`config.mk`:
```
export PLATFORM = sky130hd
export DESIGN_NAME = pipe_stage_skid
export DESIGN_NICKNAME = d
export VERILOG_FILES = /design/src/rtl/pipe_stage_skid.sv
export SDC_FILE = /design/constraint.sdc
export NUM_CORES = 1
export LEC_CHECK = 0
export CAP_MARGIN = 20
export CORE_MARGIN = 2
export CORE_UTILIZATION = 31
export DETAILED_ROUTE_END_ITERATION = 12
export GPL_ROUTABILITY_DRIVEN = 0
export GPL_TIMING_DRIVEN = 0
export PLACE_DENSITY_LB_ADDON = 0.08
export SYNTH_ARGS = -nofsm -noshare
export SYNTH_HDL_FRONTEND = slang
export SYNTH_SLANG_ARGS = --single-unit
```
`constraint.sdc`:
```
create_clock -name clk -period 1.5 [get_ports clk]
set_input_delay 0.15 -clock clk [delete_from_list [all_inputs] [get_ports clk]]
set_output_delay 0.15 -clock clk [all_outputs]
set_load 0.02 [all_outputs]
```
`src/rtl/pipe_stage_skid.sv`:
```
// Datapath pipeline stage: valid/ready register with optional two-entry skid buffer.
// SKID=1 registers in_ready so the ready path is cut between stages; SKID=0 is a plain register.
module pipe_stage_skid #(
   parameter int unsigned       DATA_W   = 32,
   parameter int unsigned       SKID     = 1,
   parameter logic [DATA_W-1:0] RST_DATA = '0
) (
   input  logic              clk,
   input  logic              rst,
   input  logic              rdy,
   input  logic              flush,
   input  logic              in_valid,
   output logic              in_ready,
   input  logic [DATA_W-1:0] in_data,
   output logic              out_valid,
   input  logic              out_ready,
   output logic [DATA_W-1:0] out_data,
   output logic [1:0]        occupancy
);

   typedef enum logic [1:0] {
      StEmpty = 2'd0,
      StOne   = 2'd1,
      StFull  = 2'd2
   } state_e;

   if (SKID != 0) begin : g_skid
      state_e            state_q;
      logic [DATA_W-1:0] main_q;
      logic [DATA_W-1:0] skid_q;
      logic              in_ready_q;
      logic              in_fire;
      logic              out_fire;

      assign in_fire  = in_valid & in_ready_q & rdy;
      assign out_fire = (state_q != StEmpty) & out_ready & rdy;

      // in_ready_q always tracks (next state != StFull), set alongside each transition.
      always_ff @(posedge clk) begin
         if (rst) begin
            state_q    <= StEmpty;
            main_q     <= RST_DATA;
            skid_q     <= RST_DATA;
            in_ready_q <= 1'b1;
         end else if (flush) begin
            state_q    <= StEmpty;
            in_ready_q <= 1'b1;
         end else if (rdy) begin
            case (state_q)
               StEmpty: begin
                  if (in_fire) begin
                     main_q  <= in_data;
                     state_q <= StOne;
                  end
               end
               StOne: begin
                  if (in_fire && out_fire) begin
                     main_q <= in_data;
                  end else if (in_fire) begin
                     skid_q     <= in_data;
                     state_q    <= StFull;
                     in_ready_q <= 1'b0;
                  end else if (out_fire) begin
                     state_q <= StEmpty;
                  end
               end
               StFull: begin
                  if (out_fire) begin
                     main_q     <= skid_q;
                     state_q    <= StOne;
                     in_ready_q <= 1'b1;
                  end
               end
               default: begin
                  state_q    <= StEmpty;
                  in_ready_q <= 1'b1;
               end
            endcase
         end
      end

      assign in_ready  = in_ready_q;
      assign out_valid = (state_q != StEmpty);
      assign out_data  = main_q;
      assign occupancy = state_q;
   end else begin : g_reg
      logic              valid_q;
      logic [DATA_W-1:0] main_q;
      logic              in_fire;
      logic              out_fire;

      // rdy deliberately not folded into in_ready; it only gates the fires.
      assign in_ready = ~valid_q | out_ready;
      assign in_fire  = in_valid & in_ready & rdy;
      assign out_fire = valid_q & out_ready & rdy;

      always_ff @(posedge clk) begin
         if (rst) begin
            valid_q <= 1'b0;
            main_q  <= RST_DATA;
         end else if (flush) begin
            valid_q <= 1'b0;
         end else if (in_fire) begin
            main_q  <= in_data;
            valid_q <= 1'b1;
         end else if (out_fire) begin
            valid_q <= 1'b0;
         end
      end

      assign out_valid = valid_q;
      assign out_data  = main_q;
      assign occupancy = {1'b0, valid_q};
   end

endmodule
```
# After elaboration in Yosys (flattened, before gate mapping)
# Index checks and enable logic that the tools add are counted.
# word_totals
output_inout_bits,36
ff_bits,67
word_cells,42
inputBits,38
# op_classes
n_reduce_logical,9
bitwise,7
n_eq_ne,8
muxes,14
# ops
op,count
32-bit 2-to-1 mux,3
32-bit case mux with 3 select lines,1
5-bit AND reduction,3
2-bit 2-to-1 mux,5
"2-bit inequality test, second input constant",5
2-bit case mux with 3 select lines,1
6-bit AND reduction,1
1-bit bitwise AND,4
1-bit 2-to-1 mux,3
"3-bit inequality test, second input constant",1
1-bit inverter,3
1-bit case mux with 3 select lines,1
3-bit nonzero test,1
"2-bit by 1-bit == test with 1-bit output, second input constant",1
"2-bit == test, second input constant",1
2-bit zero test,1
2-bit nonzero test,1
2-bit OR reduction,1
1-bit logical AND,1

# Logic depth before layout (Yosys ltp)
# Gate-level depths: netlist of run 1.
# depth
ltp_word,7
ltp_mapped,6
ltp_nobuf,4

# Least setup slack after synthesis of run 1
# Ideal clock, no wire load.
# synth_timing
path_type,register to register
start,"register g_skid.state_q[0], in the netlist occupancy[0]"
end,register g_skid.skid_q[0]
t_arrival_ns,1.652
stages_incl_launch_ff,7
setup_ns,0.132
t_required_ns,1.368
n_path_buf,2
path_slack_ns,-0.284
cell_sequence,dfxtp_1 > nand4b_1 > or4b_1 > clkbuf_1 > clkbuf_1 > nand2_1 > a21oi_1
# synth_between
elab_chain_len,6
elab_cells_between_ends,7
classes_between,eq/ne (1); bitwise (3); reduce/logical (3)
# synth_rtl
element,line_no,text
"start, declared",28,state_e state_q;
"start signal, assigned",41,state_q <= StEmpty;
"start signal, assigned",46,state_q <= StEmpty;
"start signal, assigned",53,state_q <= StOne;
2-bit nonzero test,36,assign out_fire = (state_q != StEmpty) & out_ready & rdy;
1-bit bitwise AND (2 in a row),36,
1-bit logical AND,57,if (in_fire && out_fire) begin
1-bit inverter (no line),n/a,
5-bit AND reduction (no line) (*),n/a,
"end signal, assigned",60,skid_q <= in_data;
"end, declared",30,logic [DATA_W-1:0] skid_q;
# Every way passes the cells marked *; elsewhere a longest branch is shown, timed or not.
# A chain may end at the register's enable or synchronous reset.

# Final worst setup path of run 1
# layout_timing
start,"register g_skid.state_q[0], in the netlist occupancy[0]"
end,register g_skid.skid_q[21]
# The elaborated chain is that of the path after synthesis.

==> results of run 1 <==
logic make-up after synthesis:
family / Yosys count / share of synthesized area, %
AND/OR/NAND/NOR: 111 / 16.09
AO/OA/AOI/OAI: 73 / 21.30
XOR/XNOR: 1 / 0.3044
flip-flops: 67 / 46.61
buffers and inverters: 25 / 4.565
multiplexers: 32 / 11.13
per-layer routing:
metal,wire [um],part of all wire [%]
met3,315,4.2
met1,3718,49
met4,106,1.4
met2,3403,45
met5,0,0
power groups by stage:
stage,combinational (mW),sequential (mW),clock (mW)
after floorplan,0.197,1.95,0
after global placement,0.507,1.90,0
after detailed placement,0.507,1.90,0
after CTS,0.521,1.85,1.84
after global routing,0.590,1.86,1.92
final,0.547,1.85,1.80
flip-flops by register name, summed over array words and instances (netlist names):
| name | flops |
|---|---|
| g_skid.skid_q | 32 |
| in_ready | 1 |
| out_data | 32 |
| occupancy | 2 |
layout make-up:
type                    count  area, sq um
flip-flops and latches     67         1348
plain buffers              24        272.8
well taps                 111        138.9
repair buffers             84        883.3
clock buffers              11        162.7
clock inverters             5        81.33
multi-input cells         217         1475
fillers                   902         4747
worst min-delay path by stage:
stage	slack (ps)	to	startpoint	cells after the start
after floorplan	220	occupancy[0]	flush	1
after global placement	440	g_skid.skid_q[10]	g_skid.skid_q[10]	2
after global routing	330	occupancy[1]	flush	2
final	320	occupancy[0]	flush	2
after CTS	300	occupancy[0]	rdy	3
after detailed placement	450	g_skid.skid_q[10]	g_skid.skid_q[10]	2
metrics by stage:
| stage | cells | hold WS (ps) | power, mW | util, % | area, sq um |
|---|---|---|---|---|---|
| floorplan | 309 | 217.1 | 2.147 | - | 2939 |
| global placement | 492 | 441.8 | 2.402 | 41.70 | 3799 |
| detailed placement | 492 | 449.1 | 2.403 | 41.70 | 3799 |
| CTS | 514 | 302.2 | 4.218 | 45.58 | 4151 |
| global route | 519 | 331.9 | 4.370 | 47.88 | 4362 |
| finish | 519 | 318.9 | 4.198 | 47.88 | 4362 |
cell usage after synthesis:
| library cell | count | area [sq um] |
|---|---|---|
| o21ai_0 | 3 | 15.01 |
| o211a_1 | 1 | 10.01 |
| nand4b_1 | 1 | 8.760 |
| nand3b_1 | 1 | 7.510 |
| buf_1 | 1 | 3.750 |
| buf_6 | 3 | 33.78 |
| nand2b_1 | 2 | 12.51 |
| a2111oi_4 | 1 | 27.53 |
| xnor2_1 | 1 | 8.760 |
| or2_2 | 1 | 6.260 |
| nor3b_1 | 1 | 7.510 |
| nor3_1 | 1 | 5.000 |
| buf_4 | 3 | 22.52 |
| nor2b_1 | 2 | 12.51 |
| buf_2 | 3 | 15.01 |
| nor4b_2 | 1 | 15.01 |
| nor4_1 | 1 | 6.260 |
| a211oi_1 | 4 | 30.03 |
| mux2i_1 | 32 | 320.3 |
| or4b_1 | 1 | 10.01 |
| a21oi_1 | 36 | 180.2 |
| a211oi_2 | 28 | 350.3 |
| nor2_1 | 33 | 123.9 |
| clkbuf_1 | 15 | 56.30 |
| nand2_1 | 66 | 247.7 |
| dfxtp_1 | 67 | 1341 |
timing repair:
item	CTS	global route
gates cloned	0	3
pin swaps	3	6
endpoints found under the setup margin	68	68
resized for setup	28	40
setup buffers	7	2
==> results.md, run 1 <==
* Row count at 35
* Initial Util at 31.59%
* Reg-to-reg setup timing slack at -120 ps
* Setup Crit Path Kind: flop to flop
* CP endpoint kind: flop
* Root buffer cell: clkbuf_8
* Status: finished with violations
* ANT nets after route at 0
* Initial antenna violation count at 0
* Final Hold Violating Endpoints at 0
* Critical path startpoint: occupancy[0]
* Cts hold-fix bufs at 0
* Global routing's busiest layer: met2
* R2r startpoint: occupancy[0]
* Maximum clock frequency at 618.0 MHz
* FF-to-FF End: g_skid.skid_q[21]
* R2r worst-path depth at 6
* Initial DRC Count at 40
* Grt met2 use at 24.32%
* Setup ws final at -118.1 ps
* DR DRC count at 0
* CP peak stage delay at 530 ps
* Via-per-instance ratio at 4.803
* Max Fanout on Critical Path at 10
* Clock insertion delay at the later pin of the skew report at 340 ps
* Post-Route WL at between 7000 and 8000 um
* Cell family with most CP delay: simple AND/OR/NAND/NOR gates
* Grt total ovfl at 0
* Most frequent cells in the layout: 64 x dfxtp_1, 60 x clkdlybuf4s50_1, 59 x nand2_1
* Period Utilization, post-route at 107.9%
* M1 GR Usage at 20.40%
* Slew @ Worst Pin at 815.5 ps
* Sw Share at between 20% and 30%
* Slew HR at 45.64%
* Crit path time final at 1618 ps
* I/O pin total at 74
* Worst-case vdd ir drop at 390.7 uV
* Yosys Warn Count at 0
* First-pass GRT wire length at approximately 12000 um
* Die width at about 100 um
* Arr. time, crit path at between 1500 and 2000 ps
* Clk buf depth at 2
* Fin. max-slew vios at 0
* PwrDens at 962.5 mW/mm^2
* CP endpoint: g_skid.skid_q[21]
* PortBufs at between 70 and 80
* Area Overhead vs Synth at 51.57%
* Switch Pwr at 1.006 mW
* Number of diodes at 0
* Post-Syn Area at 0.002878 sq mm
* DPL Wire Length at 4866 um
* Number of global-route vias before repair at between 2000 and 2500
* Failing checks: setup timing
* Clock sinks at 67
* Synth cell types at 26
* CTS Buf Count at 9
* Via count at 2493
* Max-Cap Viols at 0
* CP Depth at 6
* Syn_nets at 347
* H-tree depth at 3
* Die Y at approximately 100 um
* Commonest non-fill, non-tap cell in the layout: dfxtp_1
* Global Route Usage Sum at between 10% and 20%
* WL/cell at ~15 um
* Final setup TNS at -4756 ps
* Pre-antenna DRT Iters at 4
* CP max stage cell: or4b_4
* Worst setup skew after layout at 11.62 ps
* RSZ-0062 raised after global routing: yes
* Leakage at around 1.8 nW
* Largest net degree at the start of global routing at 13
* CTS tree: built
* Buf+Inv Stages, Crit Path at 2
* Synth Instances at ~310
* Sequential area share after synthesis at a little under half
* Clock share of power at between 40% and 50%
* Clk slew on worst S/H paths at 70 ps
* Comb pwr share at about an eighth
* Layout Nets at 441
* Int Pwr at between 3 and 4 mW
* Final setup vio count at 64
* Core region area at 0.009109 sq mm
* Cells along the critical path: nand4b_1 -> or4b_4 -> buf_8 -> clkbuf_8 -> nand2_1 -> a21oi_1
* Synthesis-stage register bit count at 67
* Layout cells sized above 1 at roughly a quarter
* Pre-CTS setup slack at -878.8 ps
* Global Route met3 Usage at 3.273%
* Die Area at between 0.01 and 0.015 sq mm
* Sequential share of power at 44.1%
* Worst min-delay path class: input port to flop
* Worst EP required at 1710 ps
* Syn Area/Cell at slightly above 9 sq um
* Startpoint Class: flop
Power figures use the tool's default switching activity.
==> inputs of run 2 (changes only) <==
Settings changed: SLEW_MARGIN set to 20.
==> results of run 2 <==
No change in the layout: final DEF, timing and power equal those of run 1.
